**config.mk**
```make
export PLATFORM = sky130hd
export DESIGN_NAME = collision_pair_scanner
export DESIGN_NICKNAME = d
export VERILOG_FILES = /design/src/rtl/collision_pair_scanner.sv
export SDC_FILE = /design/constraint.sdc
export NUM_CORES = 1
export LEC_CHECK = 0
export BUFFER_PORTS_ARGS = -buffer_cell sky130_fd_sc_hd__buf_2
export CAP_MARGIN = 20
export CORE_UTILIZATION = 40
export DETAILED_ROUTE_END_ITERATION = 6
export GPL_TIMING_DRIVEN = 0
export SLEW_MARGIN = 15
export SYNTH_ARGS = -nofsm -noshare
export SYNTH_HDL_FRONTEND = slang
export SYNTH_SLANG_ARGS = --single-unit
```
**constraint.sdc**
```tcl
create_clock -name clock -period 6.84 [get_ports clock]
set_input_delay 0.684 -clock clock [delete_from_list [all_inputs] [get_ports clock]]
set_output_delay 0.684 -clock clock [all_outputs]
set_load 0.005 [all_outputs]
```
**src/rtl/collision_pair_scanner.sv**
```systemverilog
// Per-frame collision pass: snapshots ball positions on start, walks every
// unordered pair (i<j) and hands each overlapping pair downstream over valid/ready.
//
// state | meaning
// ------+--------------------------------------------------------------
// IDLE  | waiting for start; last pass results held
// SCAN  | evaluating pair (idx_i, idx_j) against the snapshot
// EMIT  | presenting latched colliding pair until pair_ready
// DONE  | one-cycle end-of-pass pulse
module collision_pair_scanner #(
    parameter int NUM_BALLS  = 8,
    parameter int IDX_W      = 3,
    parameter int BALL_WIDTH = 19
) (
    input  logic                   clock,
    input  logic                   reset,
    input  logic                   start,
    input  logic [NUM_BALLS*9-1:0] ball_x,
    input  logic [NUM_BALLS*8-1:0] ball_y,
    output logic                   busy,
    output logic                   done,
    output logic                   pair_valid,
    output logic [IDX_W-1:0]       pair_a,
    output logic [IDX_W-1:0]       pair_b,
    input  logic                   pair_ready,
    output logic [7:0]             collision_count
);

    localparam logic [1:0] S_IDLE = 2'd0;
    localparam logic [1:0] S_SCAN = 2'd1;
    localparam logic [1:0] S_EMIT = 2'd2;
    localparam logic [1:0] S_DONE = 2'd3;

    localparam logic [IDX_W-1:0] LAST_I = IDX_W'(NUM_BALLS - 2);
    localparam logic [IDX_W-1:0] LAST_J = IDX_W'(NUM_BALLS - 1);
    localparam logic [9:0]       THR_X  = 10'(BALL_WIDTH);
    localparam logic [8:0]       THR_Y  = 9'(BALL_WIDTH);

    logic [1:0]       state;
    logic [IDX_W-1:0] idx_i;
    logic [IDX_W-1:0] idx_j;
    logic [8:0]       snap_x [NUM_BALLS];
    logic [7:0]       snap_y [NUM_BALLS];

    logic [8:0]       x_i, x_j;
    logic [7:0]       y_i, y_j;
    logic [9:0]       dx, adx;
    logic [8:0]       dy, ady;
    logic             hit;
    logic             last_pair;
    logic [IDX_W-1:0] nxt_i;
    logic [IDX_W-1:0] nxt_j;

    assign busy       = (state != S_IDLE);
    assign done       = (state == S_DONE);
    assign pair_valid = (state == S_EMIT);

    // Zero-extend one bit before subtracting so the difference is a proper
    // signed value; the magnitude then fits in the same width.
    always_comb begin
        x_i = snap_x[idx_i];
        x_j = snap_x[idx_j];
        y_i = snap_y[idx_i];
        y_j = snap_y[idx_j];
        dx  = {1'b0, x_j} - {1'b0, x_i};
        dy  = {1'b0, y_j} - {1'b0, y_i};
        adx = dx[9] ? (10'd0 - dx) : dx;
        ady = dy[8] ? (9'd0 - dy) : dy;
        hit = (adx <= THR_X) && (ady <= THR_Y);
    end

    always_comb begin
        last_pair = (idx_i == LAST_I) && (idx_j == LAST_J);
        nxt_i     = idx_i;
        nxt_j     = idx_j + IDX_W'(1);
        if (idx_j == LAST_J) begin
            nxt_i = idx_i + IDX_W'(1);
            nxt_j = idx_i + IDX_W'(2);
        end
    end

    always_ff @(posedge clock or posedge reset) begin
        if (reset) begin
            state           <= S_IDLE;
            idx_i           <= '0;
            idx_j           <= '0;
            pair_a          <= '0;
            pair_b          <= '0;
            collision_count <= '0;
            for (int k = 0; k < NUM_BALLS; k++) begin
                snap_x[k] <= '0;
                snap_y[k] <= '0;
            end
        end else begin
            case (state)
                S_IDLE: begin
                    if (start) begin
                        for (int k = 0; k < NUM_BALLS; k++) begin
                            snap_x[k] <= ball_x[k*9 +: 9];
                            snap_y[k] <= ball_y[k*8 +: 8];
                        end
                        idx_i           <= '0;
                        idx_j           <= IDX_W'(1);
                        collision_count <= '0;
                        state           <= S_SCAN;
                    end
                end
                S_SCAN: begin
                    if (hit) begin
                        pair_a <= idx_i;
                        pair_b <= idx_j;
                        if (collision_count != 8'hFF)
                            collision_count <= collision_count + 8'd1;
                        state <= S_EMIT;
                    end else if (last_pair) begin
                        state <= S_DONE;
                    end else begin
                        idx_i <= nxt_i;
                        idx_j <= nxt_j;
                    end
                end
                S_EMIT: begin
                    // The pair indices stay put during EMIT so the advance
                    // happens from the pair just accepted.
                    if (pair_ready) begin
                        if (last_pair) begin
                            state <= S_DONE;
                        end else begin
                            idx_i <= nxt_i;
                            idx_j <= nxt_j;
                            state <= S_SCAN;
                        end
                    end
                end
                default: state <= S_IDLE;
            endcase
        end
    end

endmodule

```
==> impl_metrics.env <==
export IMPL_rsz0062_at_grt="false"
export IMPL_yosysTopAreaCellShare_pct=41.2
export IMPL_diodes=0
export IMPL_viasPerCell=5.49
export IMPL_die_w_um=157
export IMPL_synth_fp_nets=892
export IMPL_endpoint_kind="flop"
export IMPL_synthFlopType="dfrtp_1"
export IMPL_post_cts_buffers=0
export IMPL_gp_congestion=0.863
export IMPL_fp_dieH_um=157
export IMPL_cts_hold_buf=0
export IMPL_cts_sinks=158
export IMPL_syn_avg_cell_area_sq_um=13.3
export IMPL_post_cts_resized=0
export IMPL_clock_path_buffers=2
export IMPL_required_ps=7160
export IMPL_firstDrtPassIters=4
export IMPL_p_total_mw=7.15
export IMPL_path_class="reg2reg"
export IMPL_critical_path_arrival_ps=6400
export IMPL_min_delay_path_class="in2async"
export IMPL_fin_crit_ps=6080
export IMPL_r2r_start="idx_j[0]$_DFFE_PP0P_"
export IMPL_path_max_fanout=10
export IMPL_power_density_mw_per_mm2=626
export IMPL_yosysWarnings=0
export IMPL_synth_cell_type_count=72
export IMPL_tightest_slew_ps=1020
export IMPL_hold_slack_ps=332
export IMPL_cp_start_kind="flop"
export IMPL_dr_total_vias=6749
export IMPL_fin_nets=1068
export IMPL_cap_violations=0
export IMPL_yosys_register_bits=158
export IMPL_antenna_left=0
export IMPL_antenna_found_initial=0
export IMPL_grt_max_degree=81
export IMPL_r2r_cells=18
export IMPL_wl_per_cell_um=20.3
export IMPL_peakVddDrop_mv=0.253
export IMPL_period_share_pct=88.9
export IMPL_r2r_slack_ps=760
export IMPL_finalHoldViolations=0
export IMPL_drv_slew=0
export IMPL_yosysSeqAreaShare_pct=41.2
export IMPL_first_iter_violations=410
export IMPL_slew_headroom_pct=32.2
export IMPL_rows=56
export IMPL_synth_area_leaders="dfrtp_1 41%, mux2_2 18%, mux4_2 16%, ha_1 3.8%, mux2i_1 2.5%"
export IMPL_portBuffers=156
export IMPL_synth_cells=721
export IMPL_initial_core_util_pct=40.8
export IMPL_synth_common_cells="158 x dfrtp_1, 154 x mux2_2, 68 x mux4_2, 32 x clkbuf_1, 29 x ha_1"
export IMPL_syn_area_sq_mm=0.00959
export IMPL_async_flop_share_pct=100
export IMPL_nFillCells=2101
export IMPL_core_area_sq_mm=0.0235
export IMPL_netlist_top_cell_by_area="dfrtp_1"
export IMPL_p_leak_nw=4.85
export IMPL_setup_violations=0
export IMPL_drc_errors=0
export IMPL_tritoncts="built"
export IMPL_cts_root_buf="clkbuf_16"
export IMPL_worstSkewPairLatency_ps=440
export IMPL_cts_buffers=17
export IMPL_yosysMostFrequentCell="dfrtp_1"
export IMPL_r2r_end="state[0]$_DFFE_PP0P_"
export IMPL_cts_htree_levels=4
export IMPL_grt_pass1_vias=6887
export IMPL_grt_pass1_wl_mm=39.2
export IMPL_wl_mm=24.9
export IMPL_skew_ps=15.7
export IMPL_synth_edff_count=0
export IMPL_io_pins=157
export IMPL_post_dp_hpwl_mm=18.3
export IMPL_status="completed"
export IMPL_clk_pin_slew_ps=70
export IMPL_grt_use_total_pct=21.6
export IMPL_die_area_sq_mm=0.0246
export IMPL_fmax_ghz=0.164
export IMPL_drive_gt1_share_pct=47.9
export IMPL_crit_start="idx_j[0]$_DFFE_PP0P_"
export IMPL_syn_to_final_growth_pct=19.2
export IMPL_overflow=0
-- how the worst max path moves through the flow --
| stage | to | slack [ps] | depth (start not counted) |
|---|---|---|---|
| 6_report | state[0]$_DFFE_PP0P_ | 760 | 18 |
| 5_1_grt | state[0]$_DFFE_PP0P_ | 310 | 18 |
| 2_1_floorplan | state[0]$_DFFE_PP0P_ | 1700 | 18 |
| 3_5_place_dp | state[0]$_DFFE_PP0P_ | 410 | 18 |
| 3_3_place_gp | snap_x[37]$_DFFE_PP0P_ | -220 | 2 |
| 4_1_cts | state[0]$_DFFE_PP0P_ | 370 | 18 |
-- through the flow --
step,cell area (sq um),utilization (%),instances,setup slack (ps),setup TNS (ps)
final,11400,48.7,1229,759,0
after floorplan,9590,-,721,1700,0
after global routing,11400,48.7,1229,313,0
after CTS,11400,48.6,1229,374,0
after global placement,10800,45.9,1196,-224,-32630
after detailed placement,10800,46.0,1197,414,0
-- placed cells by master, fill, tap and decap left out, drive strengths merged, types with 18 or more instances in the layout --
cell type  instances
buf              168
dfrtp            158
mux2             157
mux4              68
clkbuf            51
ha                29
nand2             27
inv               26
mux2i             24
nor2              23
a21oi             21
o21ai             18
-- final cells by class --
cell class	count	area (sq um)	area share, %
multi-input cells	500	5370	47.0
well taps	319	399	3.49
repair buffers	157	808	7.08
clock inverters	12	148	1.29
inverters	20	82.6	0.723
clock buffers	20	467	4.09
plain buffers	43	195	1.71
flip-flops and latches	158	3950	34.6
-- where the power goes --
part	total [mW]	internal, mW	switching (mW)	leakage (nW)
clock network	1.00	0.577	0.425	0.297
logic	4.45	2.23	2.23	2.65
registers	1.70	1.37	0.323	1.90
total	7.15	4.18	2.97	4.85
-- metal layers --
layer	GRT usage [%]	vias to the layer above	wire length, um
li1	-	3124	-
met3	3.18	24	868
met1	30.3	3453	11800
met5	0	-	0
met2	34.8	148	11900
met4	5.51	0	343
-- flip-flops by register name, indices dropped and copies added, names as in the netlist --
| name | count |
|---|---|
| idx_i | 3 |
| snap_x | 72 |
| pair_a | 3 |
| state | 2 |
| pair_b | 3 |
| idx_j | 3 |
| collision_count | 8 |
| snap_y | 64 |
-- kinds of logic after synthesis --
| kind of cell | count (synthesis) | share of synthesized area (%) |
|---|---|---|
| compound gates | 100 | 7.66 |
| flops | 158 | 41.2 |
| buf+inv | 63 | 2.74 |
| fa+ha+maj | 31 | 4.20 |
| mux | 249 | 37.0 |
| xor+xnor | 13 | 1.19 |
| simple gates | 107 | 6.00 |
-- critical path, stage by stage (launching register included) --
cell and delay [ps]:
dfrtp_1 430, clkdlybuf4s15_1 760, clkbuf_2 530, clkbuf_1 560
mux4_2 410, mux2i_1 150, ha_1 220, inv_1 60
fa_1 440, and3_1 220, o21ai_2 200, nand2_1 130
and3_1 200, a2111o_1 420, a32oi_2 210, nand4b_4 230
buf_4 240, a31oi_1 190, mux2_2 350
No activity file was read; power rests on OpenSTA's default activity.
